**config.mk**
```make
export PLATFORM = sky130hd
export DESIGN_NAME = sprite_blitter
export DESIGN_NICKNAME = d
export VERILOG_FILES = /design/src/rtl/sprite_pkg.sv /design/src/rtl/sprite_scan_counter.sv /design/src/rtl/sprite_blitter.sv
export SDC_FILE = /design/constraint.sdc
export NUM_CORES = 1
export LEC_CHECK = 0
export ABC_AREA = 1
export BUFFER_PORTS_ARGS = -buffer_cell sky130_fd_sc_hd__clkbuf_2
export CAP_MARGIN = 25
export CORE_ASPECT_RATIO = 0.5
export CORE_UTILIZATION = 55
export DETAILED_ROUTE_END_ITERATION = 8
export HOLD_SLACK_MARGIN = 0.1
export PLACE_DENSITY = 0.91
export SYNTH_ARGS = -nofsm -noshare
export SYNTH_HDL_FRONTEND = slang
export SYNTH_SLANG_ARGS = --single-unit
```
**constraint.sdc**
```tcl
create_clock -name Clock -period 5.2 [get_ports Clock]
set_input_delay 1.04 -clock Clock [delete_from_list [all_inputs] [get_ports Clock]]
set_output_delay 1.04 -clock Clock [all_outputs]
set_load 0.02 [all_outputs]
```
**src/rtl/sprite_pkg.sv**
```systemverilog
// Shared constants for the sprite blitter: screen size, transparent key, address fields, FSM states.
// Pure declarations: no latency, no backpressure.
package sprite_pkg;
    localparam int SCREEN_W = 160;
    localparam int SCREEN_H = 120;
    localparam logic [8:0] TRANSPARENT = 9'h1FF;

    localparam int FRAME_W = 4;
    localparam int ROW_W   = 6;
    localparam int COL_W   = 6;

    typedef enum logic [2:0] {
        ST_IDLE,
        ST_LOAD,
        ST_SCAN,
        ST_DRAIN,
        ST_DONE
    } state_t;
endpackage

```
**src/rtl/sprite_scan_counter.sv**
```systemverilog
// Raster row/col counter with wrap; last is combinational on the current count.
// No backpressure: advances on every cycle that advance is high.
module sprite_scan_counter
    import sprite_pkg::*;
(
    input  logic             clk,
    input  logic             rst_n,
    input  logic             clear,
    input  logic             advance,
    input  logic [COL_W-1:0] width,
    input  logic [ROW_W-1:0] height,
    output logic [ROW_W-1:0] row,
    output logic [COL_W-1:0] col,
    output logic             last
);
    logic [COL_W-1:0] col_max;
    logic [ROW_W-1:0] row_max;
    logic             col_end;

    assign col_max = width - COL_W'(1);
    assign row_max = height - ROW_W'(1);
    assign col_end = (col == col_max);
    assign last    = col_end && (row == row_max);

    // Returning to 0,0 after the last texel leaves the counter ready for the next scan.
    always_ff @(posedge clk) begin
        if (!rst_n) begin
            row <= '0;
            col <= '0;
        end else if (clear || (advance && last)) begin
            row <= '0;
            col <= '0;
        end else if (advance) begin
            if (col_end) begin
                col <= '0;
                row <= row + ROW_W'(1);
            end else begin
                col <= col + COL_W'(1);
            end
        end
    end
endmodule

```
**src/rtl/sprite_blitter.sv**
```systemverilog
// Scans one sprite frame from sprite memory and emits a clipped, colour-keyed pixel-plot stream.
// Latency: texel addressed in cycle c plots in cycle c+2; no backpressure, one texel per cycle.
module sprite_blitter
    import sprite_pkg::*;
(
    input  logic        Clock,
    input  logic        Resetn,
    input  logic        Start,
    input  logic [2:0]  SpriteSel,
    input  logic [3:0]  Frame,
    input  logic [7:0]  PosX,
    input  logic [6:0]  PosY,
    output logic        Busy,
    output logic        Done,
    output logic [2:0]  MemSel,
    output logic [15:0] MemAddr,
    input  logic [8:0]  MemData,
    input  logic [5:0]  SprWidth,
    input  logic [5:0]  SprHeight,
    input  logic [2:0]  SprAnimSteps,
    output logic [7:0]  VgaX,
    output logic [6:0]  VgaY,
    output logic [8:0]  VgaColour,
    output logic        VgaPlot
);
    state_t             state;
    logic [FRAME_W-1:0] frame_req;
    logic [FRAME_W-1:0] frame_q;
    logic [7:0]         pos_x;
    logic [6:0]         pos_y;
    logic [COL_W-1:0]   w_q;
    logic [ROW_W-1:0]   h_q;
    logic               drain_cnt;

    logic [ROW_W-1:0]   cnt_row;
    logic [COL_W-1:0]   cnt_col;
    logic               cnt_last;

    logic [2:0]         steps_eff;
    logic [FRAME_W-1:0] frame_eff;

    logic               s1_vld;
    logic [8:0]         s1_x;
    logic [8:0]         s1_y;
    logic               plot_ok;

    // A sprite with zero animation steps still has one frame; out-of-range frames fall back to 0.
    assign steps_eff = (SprAnimSteps == 3'd0) ? 3'd1 : SprAnimSteps;
    assign frame_eff = (frame_req < {1'b0, steps_eff}) ? frame_req : '0;

    assign MemAddr = {frame_q, cnt_row, cnt_col};

    sprite_scan_counter u_scan (
        .clk     (Clock),
        .rst_n   (Resetn),
        .clear   (state == ST_LOAD),
        .advance (state == ST_SCAN),
        .width   (w_q),
        .height  (h_q),
        .row     (cnt_row),
        .col     (cnt_col),
        .last    (cnt_last)
    );

    always_ff @(posedge Clock) begin
        if (!Resetn) begin
            state     <= ST_IDLE;
            Busy      <= 1'b0;
            Done      <= 1'b0;
            MemSel    <= '0;
            frame_req <= '0;
            frame_q   <= '0;
            pos_x     <= '0;
            pos_y     <= '0;
            w_q       <= '0;
            h_q       <= '0;
            drain_cnt <= 1'b0;
        end else begin
            Done <= 1'b0;
            case (state)
                ST_IDLE: begin
                    if (Start) begin
                        MemSel    <= SpriteSel;
                        frame_req <= Frame;
                        pos_x     <= PosX;
                        pos_y     <= PosY;
                        Busy      <= 1'b1;
                        state     <= ST_LOAD;
                    end
                end
                ST_LOAD: begin
                    w_q     <= SprWidth;
                    h_q     <= SprHeight;
                    frame_q <= frame_eff;
                    if (SprWidth == '0 || SprHeight == '0) begin
                        Done  <= 1'b1;
                        state <= ST_DONE;
                    end else begin
                        state <= ST_SCAN;
                    end
                end
                ST_SCAN: begin
                    if (cnt_last) begin
                        drain_cnt <= 1'b0;
                        state     <= ST_DRAIN;
                    end
                end
                ST_DRAIN: begin
                    if (drain_cnt) begin
                        Done  <= 1'b1;
                        state <= ST_DONE;
                    end else begin
                        drain_cnt <= 1'b1;
                    end
                end
                ST_DONE: begin
                    Busy  <= 1'b0;
                    state <= ST_IDLE;
                end
                default: begin
                    Busy  <= 1'b0;
                    state <= ST_IDLE;
                end
            endcase
        end
    end

    // Sums are 9 bits so a sprite hanging off the right/bottom edge clips instead of wrapping.
    assign plot_ok = s1_vld
                  && (s1_x < 9'(SCREEN_W))
                  && (s1_y < 9'(SCREEN_H))
                  && (MemData != TRANSPARENT);

    always_ff @(posedge Clock) begin
        if (!Resetn) begin
            s1_vld    <= 1'b0;
            s1_x      <= '0;
            s1_y      <= '0;
            VgaPlot   <= 1'b0;
            VgaX      <= '0;
            VgaY      <= '0;
            VgaColour <= '0;
        end else begin
            s1_vld  <= (state == ST_SCAN);
            s1_x    <= {1'b0, pos_x} + {3'b000, cnt_col};
            s1_y    <= {2'b00, pos_y} + {3'b000, cnt_row};
            VgaPlot <= plot_ok;
            if (plot_ok) begin
                VgaX      <= s1_x[7:0];
                VgaY      <= s1_y[6:0];
                VgaColour <= MemData;
            end
        end
    end
endmodule

```
==> reports/results.txt <==
global-route wire length before repair: 16100 microns
fraction of layout cells with a size suffix above 1: 0.182
Setup TNS: 0 ps
Final nets: 758
Site Rows: 22
Antenna Nets Post-Route: 0
HP Class: flip-flop to flip-flop
M2 GR Usage: 0.423
register area share after synthesis: 0.447
Worst R2R Start: s1_x[8]
startpoint types: input port
pin count of the biggest net entering global routing: 75
Starting Density: 0.586
Ports: 95
Mapped Cells: 601
CTS buffer count: 9
vias per inst: 5.17
Worst Setup End Kind: flip-flop
maximum clock frequency: 0.381 GHz
Skew-Pair Late Insertion Delay: 340 ps
most frequent cells in the layout: dfxtp_1, clkbuf_2, nand2_1
cell taking the most area after synthesis: dfxtp_1
critical path peak fanout: 26
flops & latches, synth: 99
vias in the first global route: 3636
Synth top area share: 0.447
Hold Startpoint: frame_q[3]
Core ar.: 0.00757 sq mm
Finished Core Util: 0.695
Syn Area/Cell: 7.38 sq um
Cell Area, Synth: 0.00444 sq mm
Num Clock Sinks: 99
status: finished clean
DRC: 0
diode count: 0
fin. max-slew vios: 0
gr usage total: 0.249
routed vias: 4148
cts hold-fix bufs: 0
Distinct cells, synth: 33
CTS max path bufs: 2
met3 Usage GRT: 0.0668
Post-DP Area: 0.00498 sq mm
dominant synthesized flop cell: dfxtp_1
Area growth syn-to-layout: 18.6%
clock transition at the registers of the reported paths: 60 ps
initial antenna violation count: 0
Rel. slew slack: 0.518
global route hottest layer: met2
fin area: 0.00526 sq mm
final-report setup violation count: 0
period utilization: 0.504
CP startpoint: MemData[3]
worst path required time: 5470 ps
minimum clock period: 2620 ps
commonest non-fill, non-tap cell in the layout: dfxtp_1
RSZ-0062 raised after global routing: false
WL/cell: 12.4 microns
I/O Buffers: 94
post-cts resize count: 0
VDD IR-drop max: 0.204 mV
largest cells by area after synthesis: dfxtp_1, o21ai_0, nand2_1
Final Skew: 5.34 ps
maxcap violations: 0
final hold violation count: 0
buffer count from post-CTS setup fixing: 0
EDFF count, synth: 0
worst setup path category: input port to flip-flop
setup ws final: 2580 ps
Initial DRC Count: 267
Placement Setup Slack: 2220 ps
Clock Tree Root: clkbuf_16
Die Height: 65.5 microns
Syn Nets: 670
gp weighted congestion: 0.842
Ys Warns: 0
Synth async-reset ratio: 0
Worst-Margin Slew: 722 ps
pwr/cell area: 451 mW/mm^2
H-tree Lvls: 3
Die Area: 0.00845 sq mm
TritonRoute pass-1 iters: 5
arrival time worst endpoint: 2890 ps
CTS tree: yes
Routed WL: 9920 microns
Leak: 0.00244 uW
met1 GRT Util: 0.300
gr ovfl total: 0
Die W: 129 microns
dpl hpwl: 7090 microns
## state kept, by name, indices dropped and copies added, names as in the netlist, 3 cells and up
register,cells
s1_y,8
MemSel,3
VgaY,7
s1_x,9
frame_req,4
u_scan.row,6
VgaColour,9
pos_x,8
frame_q,4
u_scan.col,6
h_q,6
VgaX,8
w_q,6
pos_y,7
state,3
## cell usage after synthesis (3+ instances only)
library cell,instances
nor2_1,84
inv_1,79
nand2_1,89
xor2_1,8
nand3_1,30
buf_2,4
o21ai_0,75
a21oi_1,58
dfxtp_1,99
clkbuf_1,15
ha_1,18
nand4_1,7
inv_2,3
nor3_1,4
xnor2_1,3
nor2_2,3
## cell type report
cell class                      count  area, sq um
Clock buffer                       10          239
Fill cell                         630         2310
Timing Repair Buffer               96          485
Sequential cell                    99         1980
Multi-Input combinational cell    401         2070
Tap cell                          108          135
Clock inverter                      6         40.0
Inverter                           82          308
## critical path: stages
cell and delay (ps):
clkbuf_2 90, nand4_1 100, nor2_1 50, nand4_1 70, nand3_1 500, inv_1 740, nand2_1 140, a21oi_1 150
## logic make-up (layout without fill, tap and decap cells)
kind of cell,count (synthesis),after routing,share of synthesized area
simple gates,229,229,0.223
compound gates,141,141,0.162
buf+inv,101,194,0.0866
flops,99,99,0.447
fa+ha+maj,20,20,0.0598
xor+xnor,11,11,0.0217
## report_power, final
| group | internal, uW | switching, uW |
|---|---|---|
| logic | 260 | 493 |
| registers | 912 | 94.1 |
| clock network | 337 | 277 |
## final timing paths
| kind | cells past startpoint | to | slack (ps) |
|---|---|---|---|
| worst max-delay path | 8 | VgaColour[6] | 2580 |
| worst min-delay path | 2 | frame_q[3] | 440 |
| worst max register to register | 7 | VgaColour[6] | 2910 |
| worst min register to register | 2 | frame_q[3] | 440 |
## metrics by stage
stage / instances / hold slack [ps] / total power, uW
2_1_floorplan: 601 / 424 / 1570
3_3_place_gp: 786 / 418 / 1720
3_5_place_dp: 786 / 425 / 1760
4_1_cts: 802 / 438 / 2380
5_1_grt: 802 / 481 / 2540
6_report: 802 / 445 / 2370
## metal layers
| metal | up-vias | share of wire |
|---|---|---|
| li1 | 2128 | - |
| met1 | 1849 | 0.45 |
| met2 | 145 | 0.46 |
| met3 | 26 | 0.070 |
| met4 | 0 | 0.020 |
| met5 | - | 0 |
No activity file was read; power rests on OpenSTA's default activity.
